**src/rtl/riscv_pkg.sv**
```systemverilog
// Shared RISC-V core constants and the IF/ID register control encoding.
package riscv_pkg;

    // Canonical NOP: addi x0, x0, 0
    localparam logic [31:0] NOP_INSTR        = 32'h0000_0013;
    localparam int unsigned PC_STEP          = 4;
    localparam logic [31:0] DEFAULT_RESET_PC = 32'h0000_0000;

    // What the IF/ID register does on the next edge
    typedef enum logic [1:0] {
        IFID_HOLD   = 2'd0,
        IFID_LOAD   = 2'd1,
        IFID_SQUASH = 2'd2
    } ifid_op_e;

endpackage

```
**src/rtl/instruction_fetch_if.sv**
```systemverilog
// Fetch-stage bus: control from hazard/execute, ROM port, and IF/ID outputs.
interface instruction_fetch_if #(
    parameter int WIDTH = 32
);
    logic             stall;
    logic             redirect;
    logic [WIDTH-1:0] redirect_pc;
    logic [WIDTH-1:0] imem_addr;
    logic [WIDTH-1:0] imem_data;
    logic [WIDTH-1:0] if_pc;
    logic [WIDTH-1:0] if_instr;
    logic             if_valid;
    logic [WIDTH-1:0] fetch_count;

    // Fetch stage side
    modport master (
        input  stall, redirect, redirect_pc, imem_data,
        output imem_addr, if_pc, if_instr, if_valid, fetch_count
    );

    // Surrounding core / ROM side
    modport slave (
        output stall, redirect, redirect_pc, imem_data,
        input  imem_addr, if_pc, if_instr, if_valid, fetch_count
    );
endinterface

```
**src/rtl/instruction_fetch_if_id_reg.sv**
```systemverilog
// IF/ID pipeline register: load a fetched instruction, squash to a bubble, or hold.
module if_id_reg
    import riscv_pkg::*;
#(
    parameter int WIDTH = 32
) (
    input  logic             clk,
    input  logic             rst,
    input  ifid_op_e         op,
    input  logic [WIDTH-1:0] pc_in,
    input  logic [WIDTH-1:0] instr_in,
    output logic [WIDTH-1:0] if_pc,
    output logic [WIDTH-1:0] if_instr,
    output logic             if_valid
);

    // Squash keeps the PC of the killed slot so decode still sees a sane if_pc
    always_ff @(posedge clk or posedge rst) begin
        if (rst) begin
            if_pc    <= '0;
            if_instr <= WIDTH'(NOP_INSTR);
            if_valid <= 1'b0;
        end else begin
            case (op)
                IFID_LOAD: begin
                    if_pc    <= pc_in;
                    if_instr <= instr_in;
                    if_valid <= 1'b1;
                end
                IFID_SQUASH: begin
                    if_pc    <= pc_in;
                    if_instr <= WIDTH'(NOP_INSTR);
                    if_valid <= 1'b0;
                end
                default: begin
                    if_pc    <= if_pc;
                    if_instr <= if_instr;
                    if_valid <= if_valid;
                end
            endcase
        end
    end

endmodule

```
**src/rtl/instruction_fetch.sv**
```systemverilog
// Fetch stage: owns the PC, addresses the async instruction ROM, fills IF/ID.
module instruction_fetch
    import riscv_pkg::*;
#(
    parameter int               WIDTH    = 32,
    parameter logic [WIDTH-1:0] RESET_PC = WIDTH'(DEFAULT_RESET_PC)
) (
    input logic                 clk,
    input logic                 rst,
    instruction_fetch_if.master bus
);

    logic [WIDTH-1:0] pc;
    logic [WIDTH-1:0] target;
    logic [WIDTH-1:0] fetch_count;
    ifid_op_e         op;

    // Low two bits of the target are dropped: no misaligned-fetch trap exists
    assign target = bus.redirect_pc & ~WIDTH'(3);

    // ROM is read combinationally from the live PC
    assign bus.imem_addr   = pc;
    assign bus.fetch_count = fetch_count;

    // Redirect beats stall; stall beats a normal fetch
    always_comb begin
        op = IFID_LOAD;
        if (bus.redirect)   op = IFID_SQUASH;
        else if (bus.stall) op = IFID_HOLD;
    end

    // PC sequencing and count of instructions actually delivered to decode
    always_ff @(posedge clk or posedge rst) begin
        if (rst) begin
            pc          <= RESET_PC;
            fetch_count <= '0;
        end else begin
            case (op)
                IFID_SQUASH: pc <= target;
                IFID_LOAD: begin
                    pc          <= pc + WIDTH'(PC_STEP);
                    fetch_count <= fetch_count + 1'b1;
                end
                default: begin
                    pc          <= pc;
                    fetch_count <= fetch_count;
                end
            endcase
        end
    end

    if_id_reg #(.WIDTH(WIDTH)) u_if_id (
        .clk      (clk),
        .rst      (rst),
        .op       (op),
        .pc_in    (pc),
        .instr_in (bus.imem_data),
        .if_pc    (bus.if_pc),
        .if_instr (bus.if_instr),
        .if_valid (bus.if_valid)
    );

endmodule
```
**src/flat_wrapper.sv**
```systemverilog
// flat-port wrapper written by rule: the top's interface ports become plain ports
module instruction_fetch_flat import riscv_pkg::*;
#(
    parameter int               WIDTH    = 32,
    parameter logic [WIDTH-1:0] RESET_PC = WIDTH'(DEFAULT_RESET_PC)
)
  (clk, rst, bus_stall, bus_redirect, bus_redirect_pc, bus_imem_data, bus_imem_addr, bus_if_pc, bus_if_instr, bus_if_valid, bus_fetch_count);
  instruction_fetch_if #(.WIDTH(WIDTH)) bus_i ();
  input logic clk;
  input logic rst;
  input wire logic [$bits(bus_i.stall)-1:0] bus_stall;
  input wire logic [$bits(bus_i.redirect)-1:0] bus_redirect;
  input wire logic [$bits(bus_i.redirect_pc)-1:0] bus_redirect_pc;
  input wire logic [$bits(bus_i.imem_data)-1:0] bus_imem_data;
  output wire logic [$bits(bus_i.imem_addr)-1:0] bus_imem_addr;
  output wire logic [$bits(bus_i.if_pc)-1:0] bus_if_pc;
  output wire logic [$bits(bus_i.if_instr)-1:0] bus_if_instr;
  output wire logic [$bits(bus_i.if_valid)-1:0] bus_if_valid;
  output wire logic [$bits(bus_i.fetch_count)-1:0] bus_fetch_count;
  assign bus_i.stall = bus_stall;
  assign bus_i.redirect = bus_redirect;
  assign bus_i.redirect_pc = bus_redirect_pc;
  assign bus_i.imem_data = bus_imem_data;
  assign bus_imem_addr = bus_i.imem_addr;
  assign bus_if_pc = bus_i.if_pc;
  assign bus_if_instr = bus_i.if_instr;
  assign bus_if_valid = bus_i.if_valid;
  assign bus_fetch_count = bus_i.fetch_count;
  instruction_fetch #(.WIDTH(WIDTH), .RESET_PC(RESET_PC)) u_core (.clk(clk), .rst(rst), .bus(bus_i));
endmodule
```
**config.mk**
```make
export PLATFORM = sky130hd
export DESIGN_NAME = instruction_fetch_flat
export DESIGN_NICKNAME = d
export VERILOG_FILES = /design/src/rtl/riscv_pkg.sv /design/src/rtl/instruction_fetch_if.sv /design/src/rtl/instruction_fetch_if_id_reg.sv /design/src/rtl/instruction_fetch.sv /design/src/flat_wrapper.sv
export SDC_FILE = /design/constraint.sdc
export NUM_CORES = 1
export LEC_CHECK = 0
export ABC_CLOCK_PERIOD_IN_PS = 2900
export BUFFER_PORTS_ARGS = -buffer_cell sky130_fd_sc_hd__buf_4
export CAP_MARGIN = 15
export CORE_UTILIZATION = 46
export CTS_BUF_LIST = sky130_fd_sc_hd__clkbuf_4 sky130_fd_sc_hd__clkbuf_8
export CTS_CLUSTER_DIAMETER = 150
export CTS_CLUSTER_SIZE = 16
export DETAILED_ROUTE_END_ITERATION = 6
export PLACE_DENSITY = 0.85
export SYNTH_ARGS = -nofsm -noshare
export SYNTH_HDL_FRONTEND = slang
export SYNTH_HIERARCHICAL = 1
export SYNTH_SLANG_ARGS = --single-unit
```
**constraint.sdc**
```tcl
create_clock -name clk -period 2.9 [get_ports clk]
set_input_delay 0.29 -clock clk [delete_from_list [all_inputs] [get_ports clk]]
set_output_delay 0.29 -clock clk [all_outputs]
set_load 0.01 [all_outputs]
```
Word-level counts from Yosys, hierarchy flattened
Cells that the tools add are included.

Flip-flop bits (word level): 129. Bits of input ports: 68. Output and inout bits: 129. Logic and storage cells: 16.

Add/subtract/negate cells: 2. Equal/unequal tests: 2. Mux-type cells: 5. Reductions and logical operators: 2.

Operators by type and width (count): one-hot mux 32 bit (2 select lines) (2); adder 32 x 1 -> 32 bit (second input constant) (1); adder 32 x 3 -> 32 bit (second input constant) (1); equality test 2 x 1 -> 1 bit (second input constant) (1); equality test 2 bit (second input constant) (1); two-way mux 2 bit (1); one-hot mux 1 bit (2 select lines) (1); nonzero test 2 bit (1); OR reduction 2 bit (1); two-way mux 1 bit (1).

Longest topological paths before layout
Gate-level depths: netlist of run 1.

Word-level depth: 4. Gate-level depth with buffers: 8. Depth with buffers taken out: 5.

By module
Netlist of run 1, hierarchy kept.

Modules (own cells, without submodules): instruction_fetch (instances 1, cells each 348, area each 3301.9 µm², sequential area each 1551.5 µm²); if_id_reg (instances 1, cells each 154, area each 2563.7 µm², sequential area each 1630.3 µm²).

Least setup slack after synthesis of run 1
No wires, ideal clock.

Kind: flip-flop to flip-flop. Start point: register u_core.pc[7], in the netlist u_core/bus.imem_addr[7]. End point: register u_core.pc[22], in the netlist u_core/bus.imem_addr[22]. Library setup time: 0.082 ns. Arrival time: 1.980 ns. Required time: 2.818 ns. Slack: 0.838 ns. Cell stages (with the launch flop): 6. Path buffers: 1. Period minus slack after synthesis: 2.062 ns. Path through: dfrtp_1 -> nand3_2 -> or4_4 -> buf_6 -> or4_1 -> a31oi_1.

Cells in the longest elaborated chain, start to end: 2.

RTL lines: start: declaration (RTL line instruction_fetch.sv:13) `logic [WIDTH-1:0] pc;`; start signal: assignment (RTL line instruction_fetch.sv:39) `IFID_SQUASH: pc <= target;`; start signal: assignment (RTL line instruction_fetch.sv:41) `pc <= pc + WIDTH'(PC_STEP);`; start signal: assignment (RTL line instruction_fetch.sv:45) `pc <= pc;`; adder 32 x 3 -> 32 bit (RTL line instruction_fetch.sv:41); one-hot mux 32 bit (2 select lines) (RTL line instruction_fetch.sv:38) `case (op)`.

Every way passes these cells. A chain may end at the register's enable or synchronous reset.

Worst setup path after layout of run 1
Start point: register u_core.pc[4], in the netlist u_core/bus.imem_addr[4]. End point: register u_core.pc[25], in the netlist u_core/bus.imem_addr[25].

The elaborated chain is that of the path after synthesis.

==> qor.csv, run 1 <==
metric,value,unit
Detailed Routing Iterations Pass 1,5,
initial antenna violation count,0,
fin crit share,0.790,
Final GP Congestion,0.800,
post-layout min period,2290,ps
"Seq/Total Area, Yosys",0.542,
Max Used Layer,met4,
TNS Setup,0,ps
"leading cell type in the layout, fill and taps excluded",buf_4,
setup repair bufs after CTS,0,
Clock Skews,9.51,ps
DP Wirelength,11.1,mm
Post-Syn Area,5870,sq um
Synth area leader,dfrtp_1,
Synth cell types,49,
Rows,40,
Worst setup EP type,flop,
Lkg Pwr,3.73,nW
fillers,987,
Routed Antenna Nets,0,
area of the multi-input gates,2490,sq um
CTS tree,done,
first-pass GRT wire length,24.6,mm
"FF+latch count, synth",127,
Max Cap Viol,0,
Die Span X,115,um
detailed-route vias per instance,5.44,
Yosys top cell area share,0.529,
P per Cell Area,606,nW/um^2
H-tree depth,4,
"CTS clk-pin slew, worst paths",70,ps
antenna fix cells,0,
Max Freq,0.436,GHz
Post-Syn Area per Cell,11.7,sq um
total track usage,0.242,
drt wl/cell,17.6,um
Residual DRC,0,
layout cells sized above 1,0.396,
"Core Util, Final",0.642,
PnR worst setup slack,608,ps
final hold viol count,0,
latest clock arrival within the worst-skew pair,430,ps
Cells after Synth,502,
"EDFF count, synth",0,
type of the most critical hold path,in2reg,
WL final,15.6,mm
net total in the final layout,774,
Slew headroom,0.474,
largest net degree at the start of global routing,47,
wl on met1,6.33,mm
Die Y-Extent,115,um
post-CTS sizing,0,
pre-CTS setup slack,624,ps
clk sinks,127,
RSZ-0062 raised after global routing,no,
vias post-DR,4797,
vias in the first global route,4840,
number of buffers added on ports,192,
Core Area,12200,sq um
Root Buffer,clkbuf_8,
ys flop type,dfrtp_1,
CP startpoint kind,flop,
CTS Buffer Depth,2,
DR iter-0 viols,299,
Synth area leaders,"dfrtp_1 (53%), mux2_4 (8.2%), xnor2_1 (4.9%)",
crit path kind,reg2reg,
Initial Util,0.480,
cts bufs inserted,17,
gr ovfl total,0,
maximum VDD drop,0.403,mV
IO Count,197,
Crit path required time,3250,ps
Slew Limit Fails,0,
most frequent cells in the layout,"buf_4 (205), dfrtp_1 (124), nand2_1 (41)",
Die ar.,13200,sq um
YS warnings,6,
Synth async-reset ratio,1.00,
Final Setup Violations,0,
DR WL met3,1.35,mm
measured slew at the worst slew-check pin,789,ps
critical path arrival,2640,ps
Reg area,3180,sq um
met2 wire len,7.58,mm
status,"complete, no violations",
Area growth syn-to-layout,33.7,%
crit-path max FO,9,
metal layers:
layer,global-route usage,up-vias
met5,0,-
met4,0.0900,0
met3,0.0875,23
met2,0.405,207
met1,0.288,2346
li1,-,2221
state kept, by name, indices dropped and copies added (netlist names):
name and flops:
u_core/bus.imem_addr 30, u_core/u_if_id/if_instr 32, u_core/u_if_id/if_valid 1, u_core/bus.fetch_count 32
u_core/u_if_id/if_pc 32
cells in the mapped netlist, drive strengths merged, types with 2 or more instances:
library cell and instances:
a22o 28, a311o 3, a31oi 13, and2 3
and3 8, and4 5, and4b 2, buf 15
clkbuf 13, dfrtp 124, dfstp 3, ha 4
inv 9, mux2 33, nand2 41, nand2b 2
nand3 25, nand4 23, nand4b 3, nor2 28
nor3 6, nor4 7, o21ai 22, o311ai 5
o31ai 6, or2 3, or3 9, or4 9
xnor2 33, xor2 8
power by group:
group | switching, W | internal, W | total (W)
clock network | 0.000655 | 0.000784 | 0.00144
logic | 0.000477 | 0.000606 | 0.00108
registers | 0.000225 | 0.00200 | 0.00223
total | 0.00136 | 0.00339 | 0.00475
final timing paths:
kind | slack, ps | cells past startpoint | start | to
worst min register to register | 480 | 1 | u_core/bus.fetch_count[31]$_DFFE_PP0P_ | u_core/bus.fetch_count[31]$_DFFE_PP0P_
worst min-delay path | 60 | 3 | bus_redirect_pc[29] | u_core/bus.imem_addr[29]$_DFFE_PP0P_
worst max register to register | 610 | 4 | u_core/bus.imem_addr[4]$_DFFE_PP0P_ | u_core/bus.imem_addr[25]$_DFFE_PP0P_
min in group asynchronous | 450 | 3 | rst | u_core/bus.imem_addr[29]$_DFFE_PP0P_
worst max-delay path | 610 | 4 | u_core/bus.imem_addr[4]$_DFFE_PP0P_ | u_core/bus.imem_addr[25]$_DFFE_PP0P_
max in group asynchronous | 1550 | 4 | rst | u_core/bus.fetch_count[29]$_DFFE_PP0P_
area by class of cell:
class	instances	area share
inverters	10	0.00479
flip-flops and latches	127	0.406
repair buffers	206	0.198
clock buffers	24	0.0397
multi-input cells	340	0.318
well taps	168	0.0268
clock inverters	7	0.00766
kinds of logic (layout without fill, tap and decap cells):
logic type | Yosys count | count (layout) | synth area share
AO/OA/AOI/OAI | 78 | 78 | 0.0960
XOR/XNOR | 41 | 41 | 0.0612
adder cells (fa/ha/maj) | 4 | 4 | 0.00853
buffers and inverters | 38 | 247 | 0.0369
flip-flops | 127 | 127 | 0.542
multiplexers | 34 | 34 | 0.0855
other | 1 | 4 | 0.000639
AND/OR/NAND/NOR | 179 | 179 | 0.169
worst max-delay path, stage by stage, from the launching register on:
cell,delay [ps]
dfrtp_1,540
nand3_1,290
or4_1,670
or4_1,510
a31oi_1,200
timing repair:
item | CTS | global route
hold endpoints to repair | 47 | 0
setup endpoints to repair | 0 | 0
hold buffers | 1 | 0
stage by stage:
| stage | hold slack, ps | std cells | total power, W | cell area [sq um] |
|---|---|---|---|---|
| 6_report | 63.5 | 882 | 0.00475 | 7840 |
| 4_1_cts | 43.0 | 882 | 0.00479 | 7840 |
| 3_5_place_dp | 358 | 850 | 0.00334 | 7460 |
| 5_1_grt | 38.9 | 882 | 0.00500 | 7840 |
| 2_1_floorplan | 410 | 505 | 0.00277 | 5880 |
| 3_3_place_gp | 354 | 850 | 0.00329 | 7460 |
Note: power is estimated with default switching activity, not from simulation.
==> run 2: changes to the inputs <==
--- a/config.mk
+++ b/config.mk
@@ -5,7 +5,8 @@
 export SDC_FILE = /design/constraint.sdc
 export NUM_CORES = 1
 export LEC_CHECK = 0
-export ABC_CLOCK_PERIOD_IN_PS = 2900
+export ABC_AREA = 1
+export ABC_CLOCK_PERIOD_IN_PS = 2100
 export BUFFER_PORTS_ARGS = -buffer_cell sky130_fd_sc_hd__buf_4
 export CAP_MARGIN = 15
 export CORE_UTILIZATION = 46
@@ -13,7 +14,7 @@
 export CTS_CLUSTER_DIAMETER = 150
 export CTS_CLUSTER_SIZE = 16
 export DETAILED_ROUTE_END_ITERATION = 6
-export PLACE_DENSITY = 0.85
+export PLACE_DENSITY = 0.86
 export SYNTH_ARGS = -nofsm -noshare
 export SYNTH_HDL_FRONTEND = slang
 export SYNTH_HIERARCHICAL = 1
==> constraint.sdc (replaced) <==
create_clock -name clk -period 2.1 [get_ports clk]
set_input_delay 0.21 -clock clk [delete_from_list [all_inputs] [get_ports clk]]
set_output_delay 0.21 -clock clk [all_outputs]
set_load 0.01 [all_outputs]
==> run 2 against run 1 <==
- cell count increased by 49%
- critical path depth increased by 6
- combinational power increased by 45%
- maximum frequency increased by 34%
- sequential power increased by 38%
- power increased by 43%
- area after synthesis increased by 13%
- utilization increased by 0.83 points
- first-iteration DRC count increased by 65%
==> qor.csv, run 2 <==
metric,value,unit,change
status,"complete, no violations",,unchanged
vias in the first global route,6699,,was 4840
Final GP Congestion,0.886,,was 0.800
Critical R2R Capture,u_core/bus.imem_addr[28]$_DFFE_PP0P_,,was u_core/bus.imem_addr[25]$_DFFE_PP0P_
Rows,43,,was 40
DR iter-0 viols,494,,was 299
CP startpoint kind,flop,,unchanged
Synth cell types,36,,was 49
reg-to-reg setup timing slack,380,ps,was 610 ps
maximum VDD drop,0.354,mV,was 0.403 mV
setup repair bufs after CTS,0,,unchanged
crit-path max FO,6,,was 9
"Max stage delay cell, worst path",dfrtp_1,,was or4_1
Slew headroom,0.501,,was 0.474
Max Freq,0.583,GHz,was 0.436 GHz
"CTS clk-pin slew, worst paths",80,ps,was 70 ps
total track usage,0.287,,was 0.242
Root Buffer,clkbuf_8,,unchanged
Max stage delay on crit path,440,ps,was 670 ps
Synth area leader,dfrtp_1,,unchanged
P per Cell Area,748,nW/um^2,was 606 nW/um^2
Final Setup Violations,0,,unchanged
YS warnings,6,,unchanged
Slew Limit Fails,0,,unchanged
first-pass GRT wire length,32.6,mm,was 24.6 mm
Post-Syn Area,6620,sq um,was 5870 sq um
final hold viol count,0,,unchanged
most frequent CP cell,nand2_1,,was or4_1
Die ar.,14900,sq um,was 13200 sq um
IO Count,197,,unchanged
layout cells sized above 1,0.242,,was 0.396
Clock Skews,6.30,ps,was 9.51 ps
WL final,21.0,mm,was 15.6 mm
Routed Antenna Nets,0,,unchanged
most frequent cells in the layout,"nand2_1 (416), buf_4 (197), dfrtp_1 (124)",,"was buf_4 (205), dfrtp_1 (124), nand2_1 (41)"
Cells after Synth,886,,was 502
Min Hold Slack,24.1,ps,was 63.5 ps
gr ovfl total,0,,unchanged
DP Wirelength,13.7,mm,was 11.1 mm
largest net degree at the start of global routing,67,,was 47
crit path kind,reg2reg,,unchanged
vias post-DR,6896,,was 4797
antenna fix cells,0,,unchanged
type of the most critical hold path,in2reg,,unchanged
CTS tree,done,,unchanged
Lkg Pwr,4.75,nW,was 3.73 nW
Max Cap Viol,0,,unchanged
detailed-route vias per instance,5.24,,was 5.44
"Cell Chain, Critical Path",ha_1 -> nand2_1 -> nor2_4 -> nand2_1 -> nor2_1 -> nand2_1 -> nand2_1 -> nand2_1 -> nand2_1 -> nand2_1,,was nand3_1 -> or4_1 -> or4_1 -> a31oi_1
Post-Syn Area per Cell,7.47,sq um,was 11.7 sq um
post-layout min period,1720,ps,was 2290 ps
end of the critical path,u_core/bus.imem_addr[28]$_DFFE_PP0P_,,was u_core/bus.imem_addr[25]$_DFFE_PP0P_
Die Span X,122,um,was 115 um
Regs by FF count,"u_core/bus.fetch_count (32), u_core/u_if_id/if_instr (32), u_core/u_if_id/if_pc (32)",,unchanged
H-tree depth,4,,unchanged
Crit path required time,2430,ps,was 3250 ps
pre-CTS setup slack,403,ps,was 624 ps
Worst setup EP type,flop,,unchanged
first element of the critical path,u_core/bus.imem_addr[3]$_DFFE_PP0P_,,was u_core/bus.imem_addr[4]$_DFFE_PP0P_
Core Area,13900,sq um,was 12200 sq um
fin crit share,0.817,,was 0.790
"Seq/Total Area, Yosys",0.481,,was 0.542
Commonest cells post-synth,"nand2_1 (416), dfrtp_1 (124), nor2_1 (86), inv_1 (72), nand3_1 (35)",,"was dfrtp_1 (124), nand2_1 (41), xnor2_1 (33), mux2_4 (32), a22o_1 (28)"
Residual DRC,0,,unchanged
"leading cell type in the layout, fill and taps excluded",nand2_1,,was buf_4
Top delay family on crit path,simple AND/OR/NAND/NOR gates,,unchanged
most numerous cell in the Yosys netlist,nand2_1,,was dfrtp_1
Detailed Routing Iterations Pass 1,5,,unchanged
number of buffers added on ports,192,,unchanged
R2R depth,10,,was 4
Synth async-reset ratio,1.00,,unchanged
"EDFF count, synth",0,,unchanged
TNS Setup,0,ps,unchanged
initial antenna violation count,0,,unchanged
critical path arrival,2050,ps,was 2640 ps
net total in the final layout,1197,,was 774
Area growth syn-to-layout,36.9,%,was 33.7%
Yosys top cell area share,0.469,,was 0.529
RR Startpoint,u_core/bus.imem_addr[3]$_DFFE_PP0P_,,was u_core/bus.imem_addr[4]$_DFFE_PP0P_
drt wl/cell,15.9,um,was 17.6 um
measured slew at the worst slew-check pin,749,ps,was 789 ps
latest clock arrival within the worst-skew pair,440,ps,was 430 ps
Synth area leaders,"dfrtp_1 (47%), nand2_1 (24%), nor2_1 (4.9%)",,"was dfrtp_1 (53%), mux2_4 (8.2%), xnor2_1 (4.9%)"
"Buf+Inv Stages, Crit Path",0,,unchanged
"FF+latch count, synth",127,,unchanged
Initial Util,0.475,,was 0.480
PnR worst setup slack,384,ps,was 608 ps
CTS Buffer Depth,2,,unchanged
clk sinks,127,,unchanged
ys flop type,dfrtp_1,,unchanged
RSZ-0062 raised after global routing,no,,unchanged
cts bufs inserted,17,,unchanged
critical path depth,10,,was 4
Die Y-Extent,122,um,was 115 um
[run 2: area by class of cell]
| type | count | area, sq um |
|---|---|---|
| repair buffers | 240 | 1940 |
| clock buffers | 19 | 262 |
| fillers | 1094 | 4870 |
| inverters | 78 | 293 |
| flip-flops and latches | 127 | 3180 |
| well taps | 180 | 225 |
| multi-input cells | 661 | 3030 |
| clock inverters | 12 | 136 |
[run 2: cell families after synthesis]
family,synth area share
compound gates,0.0465
simple gates,0.371
fa+ha+maj,0.00756
xor+xnor,0.0291
buf+inv,0.0645
other cells,0.000567
flops,0.481
[run 2: power breakdown]
part / leakage (nW) / switching, W / internal, W / total (W)
Sequential: 1.60 / 0.000322 / 0.00275 / 0.00307
Clock: 0.195 / 0.00102 / 0.00112 / 0.00214
Combinational: 2.96 / 0.000842 / 0.000726 / 0.00157
Total: 4.75 / 0.00218 / 0.00459 / 0.00678
[run 2: how the worst min path moves through the flow]
| stage | start | to | slack [ps] | cells after the start |
|---|---|---|---|---|
| after floorplan | bus_imem_data[10] | u_core/u_if_id/if_instr[10]$_DFFE_PP0P_ | 320 | 2 |
| after global placement | rst | u_core/u_if_id/if_pc[6]$_DFFE_PP0P_ | 250 | 2 |
| after detailed placement | rst | u_core/u_if_id/if_pc[2]$_DFFE_PP0P_ | 260 | 2 |
| after CTS | bus_redirect_pc[5] | u_core/bus.imem_addr[5]$_DFFE_PP0P_ | 4 | 3 |
| after global routing | bus_redirect_pc[5] | u_core/bus.imem_addr[5]$_DFFE_PP0P_ | 20 | 3 |
| final | bus_redirect_pc[9] | u_core/bus.imem_addr[9]$_DFFE_PP0P_ | 20 | 3 |
[run 2: through the flow]
step / total power, W / util / instances / area [sq um]
2_1_floorplan: 0.00376 / - / 889 / 6630
3_3_place_gp: 0.00451 / 0.593 / 1246 / 8270
3_5_place_dp: 0.00456 / 0.593 / 1246 / 8270
4_1_cts: 0.00673 / 0.650 / 1317 / 9060
5_1_grt: 0.00709 / 0.650 / 1317 / 9060
6_report: 0.00678 / 0.650 / 1317 / 9060
[run 2: worst min-delay path: cells and delay by family]
kind          cells  cell delay [ps]
simple gates      2              120
buf+inv           1               90
[run 2: routing by layer]
| metal | wire length [um] | global-route usage |
|---|---|---|
| met5 | 0 | 0 |
| met4 | 576 | 0.123 |
| met3 | 1960 | 0.0735 |
| met2 | 10700 | 0.526 |
| met1 | 7760 | 0.311 |
[run 2: repair_timing]
action / CTS / global route
gates resized for setup: 0 / 0
hold buffers: 40 / 0
endpoints found under the hold margin: 85 / 0
==> run 3: changes to the inputs <==
--- a/config.mk
+++ b/config.mk
@@ -6,7 +6,7 @@
 export NUM_CORES = 1
 export LEC_CHECK = 0
 export ABC_AREA = 1
-export ABC_CLOCK_PERIOD_IN_PS = 2100
+export ABC_CLOCK_PERIOD_IN_PS = 1730
 export BUFFER_PORTS_ARGS = -buffer_cell sky130_fd_sc_hd__buf_4
 export CAP_MARGIN = 15
 export CORE_UTILIZATION = 46
@@ -14,7 +14,7 @@
 export CTS_CLUSTER_DIAMETER = 150
 export CTS_CLUSTER_SIZE = 16
 export DETAILED_ROUTE_END_ITERATION = 6
-export PLACE_DENSITY = 0.86
+export PLACE_DENSITY = 0.83
 export SYNTH_ARGS = -nofsm -noshare
 export SYNTH_HDL_FRONTEND = slang
 export SYNTH_HIERARCHICAL = 1
==> constraint.sdc (replaced) <==
create_clock -name clk -period 1.73 [get_ports clk]
set_input_delay 0.173 -clock clk [delete_from_list [all_inputs] [get_ports clk]]
set_output_delay 0.173 -clock clk [all_outputs]
set_load 0.01 [all_outputs]
==> run 3 against run 2 <==
- maximum frequency rose by 7.9%
- design area grew 2.2%
- register-to-register slack worse by 240 ps
- non-clock buffer count up 20
- routed wire length fell by 4.0%
- utilization increased by 1.4 points
- worst setup slack lost 240 ps
- global-route usage decreased by 1.0 points
- first-iteration DRC count grew 14%
- sequential power increased by 20%
- critical endpoint unchanged
- combinational power is 26% higher
- die area stayed put
==> qor.csv, run 3 (synthesis gave the netlist of run 2 again) <==
metric,value,unit,change
status,"complete, no violations",,unchanged
R2R depth,10,,unchanged
worst hold stages,5,,was 3
post-layout min period,1590,ps,was 1720 ps
Max stage delay on crit path,430,ps,was 440 ps
Max Cap Viol,0,,unchanged
Die Span X,122,um,unchanged
most frequent cells in the layout,"nand2_1 (416), buf_4 (206), dfrtp_1 (124)",,"was nand2_1 (416), buf_4 (197), dfrtp_1 (124)"
number of buffers added on ports,192,,unchanged
initial antenna violation count,0,,unchanged
Clock Skews,8.93,ps,was 6.30 ps
critical path arrival,1930,ps,was 2050 ps
PnR worst setup slack,141,ps,was 384 ps
Non-Filler Instances,1338,,was 1317
Lkg Pwr,4.83,nW,was 4.75 nW
maximum VDD drop,0.402,mV,was 0.354 mV
DR iter-0 viols,562,,was 494
Die Y-Extent,122,um,unchanged
Final GP Congestion,0.908,,was 0.886
"Core Util, Final",0.665,,was 0.650
type of the most critical hold path,in2reg,,unchanged
CTS Buffer Depth,2,,unchanged
net total in the final layout,1217,,was 1197
fillers,1070,,was 1094
gr ovfl total,0,,unchanged
placed inst area,8360,sq um,was 8270 sq um
Core Area,13900,sq um,unchanged
Final Setup Violations,0,,unchanged
Reg area,3180,sq um,unchanged
area of the multi-input gates,3040,sq um,was 3030 sq um
fin crit share,0.919,,was 0.817
fin area,9260,sq um,was 9060 sq um
Rows,43,,unchanged
Regs by FF count,"u_core/bus.fetch_count (32), u_core/u_if_id/if_instr (32), u_core/u_if_id/if_pc (32)",,unchanged
most frequent CP cell,nand2_1,,unchanged
pre-CTS setup slack,92.6,ps,was 403 ps
IO Count,197,,unchanged
drt wl/cell,15.1,um,was 15.9 um
Routed Antenna Nets,0,,unchanged
"Cell Chain, Critical Path",ha_2 -> nand2_1 -> nor2_4 -> nand2_1 -> nor2_2 -> nand2_1 -> nand2_1 -> nand2_1 -> nand2_1 -> nand2_1,,was ha_1 -> nand2_1 -> nor2_4 -> nand2_1 -> nor2_1 -> nand2_1 -> nand2_1 -> nand2_1 -> nand2_1 -> nand2_1
layout cells sized above 1,0.249,,was 0.242
Detailed Routing Iterations Pass 1,7,,was 5
H-tree depth,4,,unchanged
largest net degree at the start of global routing,47,,was 67
Residual DRC,0,,unchanged
P per Cell Area,892,nW/um^2,was 748 nW/um^2
WL final,20.2,mm,was 21.0 mm
TNS Setup,0,ps,unchanged
detailed-route vias per instance,5.08,,was 5.24
Area growth syn-to-layout,40.0,%,was 36.9%
Die ar.,14900,sq um,unchanged
Root Buffer,clkbuf_8,,unchanged
final hold viol count,0,,unchanged
"Max stage delay cell, worst path",dfrtp_1,,unchanged
CTS tree,done,,unchanged
RSZ-0062 raised after global routing,no,,unchanged
Worst setup EP type,flop,,unchanged
Initial Util,0.475,,unchanged
vias in the first global route,6433,,was 6699
vias post-DR,6791,,was 6896
Crit path required time,2070,ps,was 2430 ps
CP startpoint kind,flop,,unchanged
cts bufs inserted,17,,unchanged
clk sinks,127,,unchanged
antenna fix cells,0,,unchanged
crit path kind,reg2reg,,unchanged
Max Freq,0.629,GHz,was 0.583 GHz
Slew Limit Fails,0,,unchanged
setup repair bufs after CTS,0,,unchanged
total track usage,0.277,,was 0.287
measured slew at the worst slew-check pin,594,ps,was 749 ps
"CTS clk-pin slew, worst paths",70,ps,was 80 ps
crit-path max FO,5,,was 6
first-pass GRT wire length,31.6,mm,was 32.6 mm
"leading cell type in the layout, fill and taps excluded",nand2_1,,unchanged
Slew headroom,0.604,,was 0.501
latest clock arrival within the worst-skew pair,450,ps,was 440 ps
Cells after DPL,1256,,was 1246
DP Wirelength,13.7,mm,about the same
==> run 3: per-stage QoR <==
step	total power [W]	hold WS, ps
2_1_floorplan	0.00457	283
3_3_place_gp	0.00552	227
3_5_place_dp	0.00557	230
4_1_cts	0.00822	4.77
5_1_grt	0.00865	38.2
6_report	0.00826	24.0
==> run 3: cell type report <==
class,count,share of cell area
clock inverter,13,0.0153
tap,180,0.0243
clock buffer,19,0.0276
multi-input combinational,661,0.328
sequential,127,0.343
timing repair buffer,260,0.230
inverter,78,0.0320
==> run 3: worst paths after layout <==
kind	startpoint	end	slack [ps]
min in group asynchronous	rst	u_core/bus.imem_addr[5]$_DFFE_PP0P_	330
min	bus_redirect_pc[24]	u_core/bus.imem_addr[24]$_DFFE_PP0P_	20
max	u_core/bus.imem_addr[2]$_DFFE_PP0P_	u_core/bus.imem_addr[28]$_DFFE_PP0P_	140
max in group asynchronous	rst	u_core/bus.fetch_count[2]$_DFFE_PP0P_	750
max reg2reg	u_core/bus.imem_addr[2]$_DFFE_PP0P_	u_core/bus.imem_addr[28]$_DFFE_PP0P_	140
min reg2reg	u_core/u_if_id/if_instr[1]$_DFFE_PP1P_	u_core/u_if_id/if_instr[1]$_DFFE_PP1P_	470
==> run 3: repair_timing <==
item	CTS	global route
endpoints found under the setup margin	0	7
hold endpoints to repair	83	0
hold buffers	50	0
resized for setup	0	3
==> run 3: per-layer routing <==
layer,global-route usage,vias to the layer above,share of wire
li1,-,3252,-
met1,0.328,3173,0.39
met2,0.479,313,0.49
met3,0.0590,53,0.087
met4,0.130,0,0.027
met5,0,-,0
==> run 3: power by group <==
group          switching, W  leakage [nW]  internal [W]  total (W)
Clock               0.00126         0.184       0.00133    0.00259
Sequential         0.000349          1.60       0.00334    0.00369
Combinational       0.00105          3.05      0.000931    0.00198
==> run 3: worst max-delay path: cells and delay by family (launching register included) <==
kind          cells  cell delay [ps]
flops             1              430
simple gates      9              830
fa+ha+maj         1              230
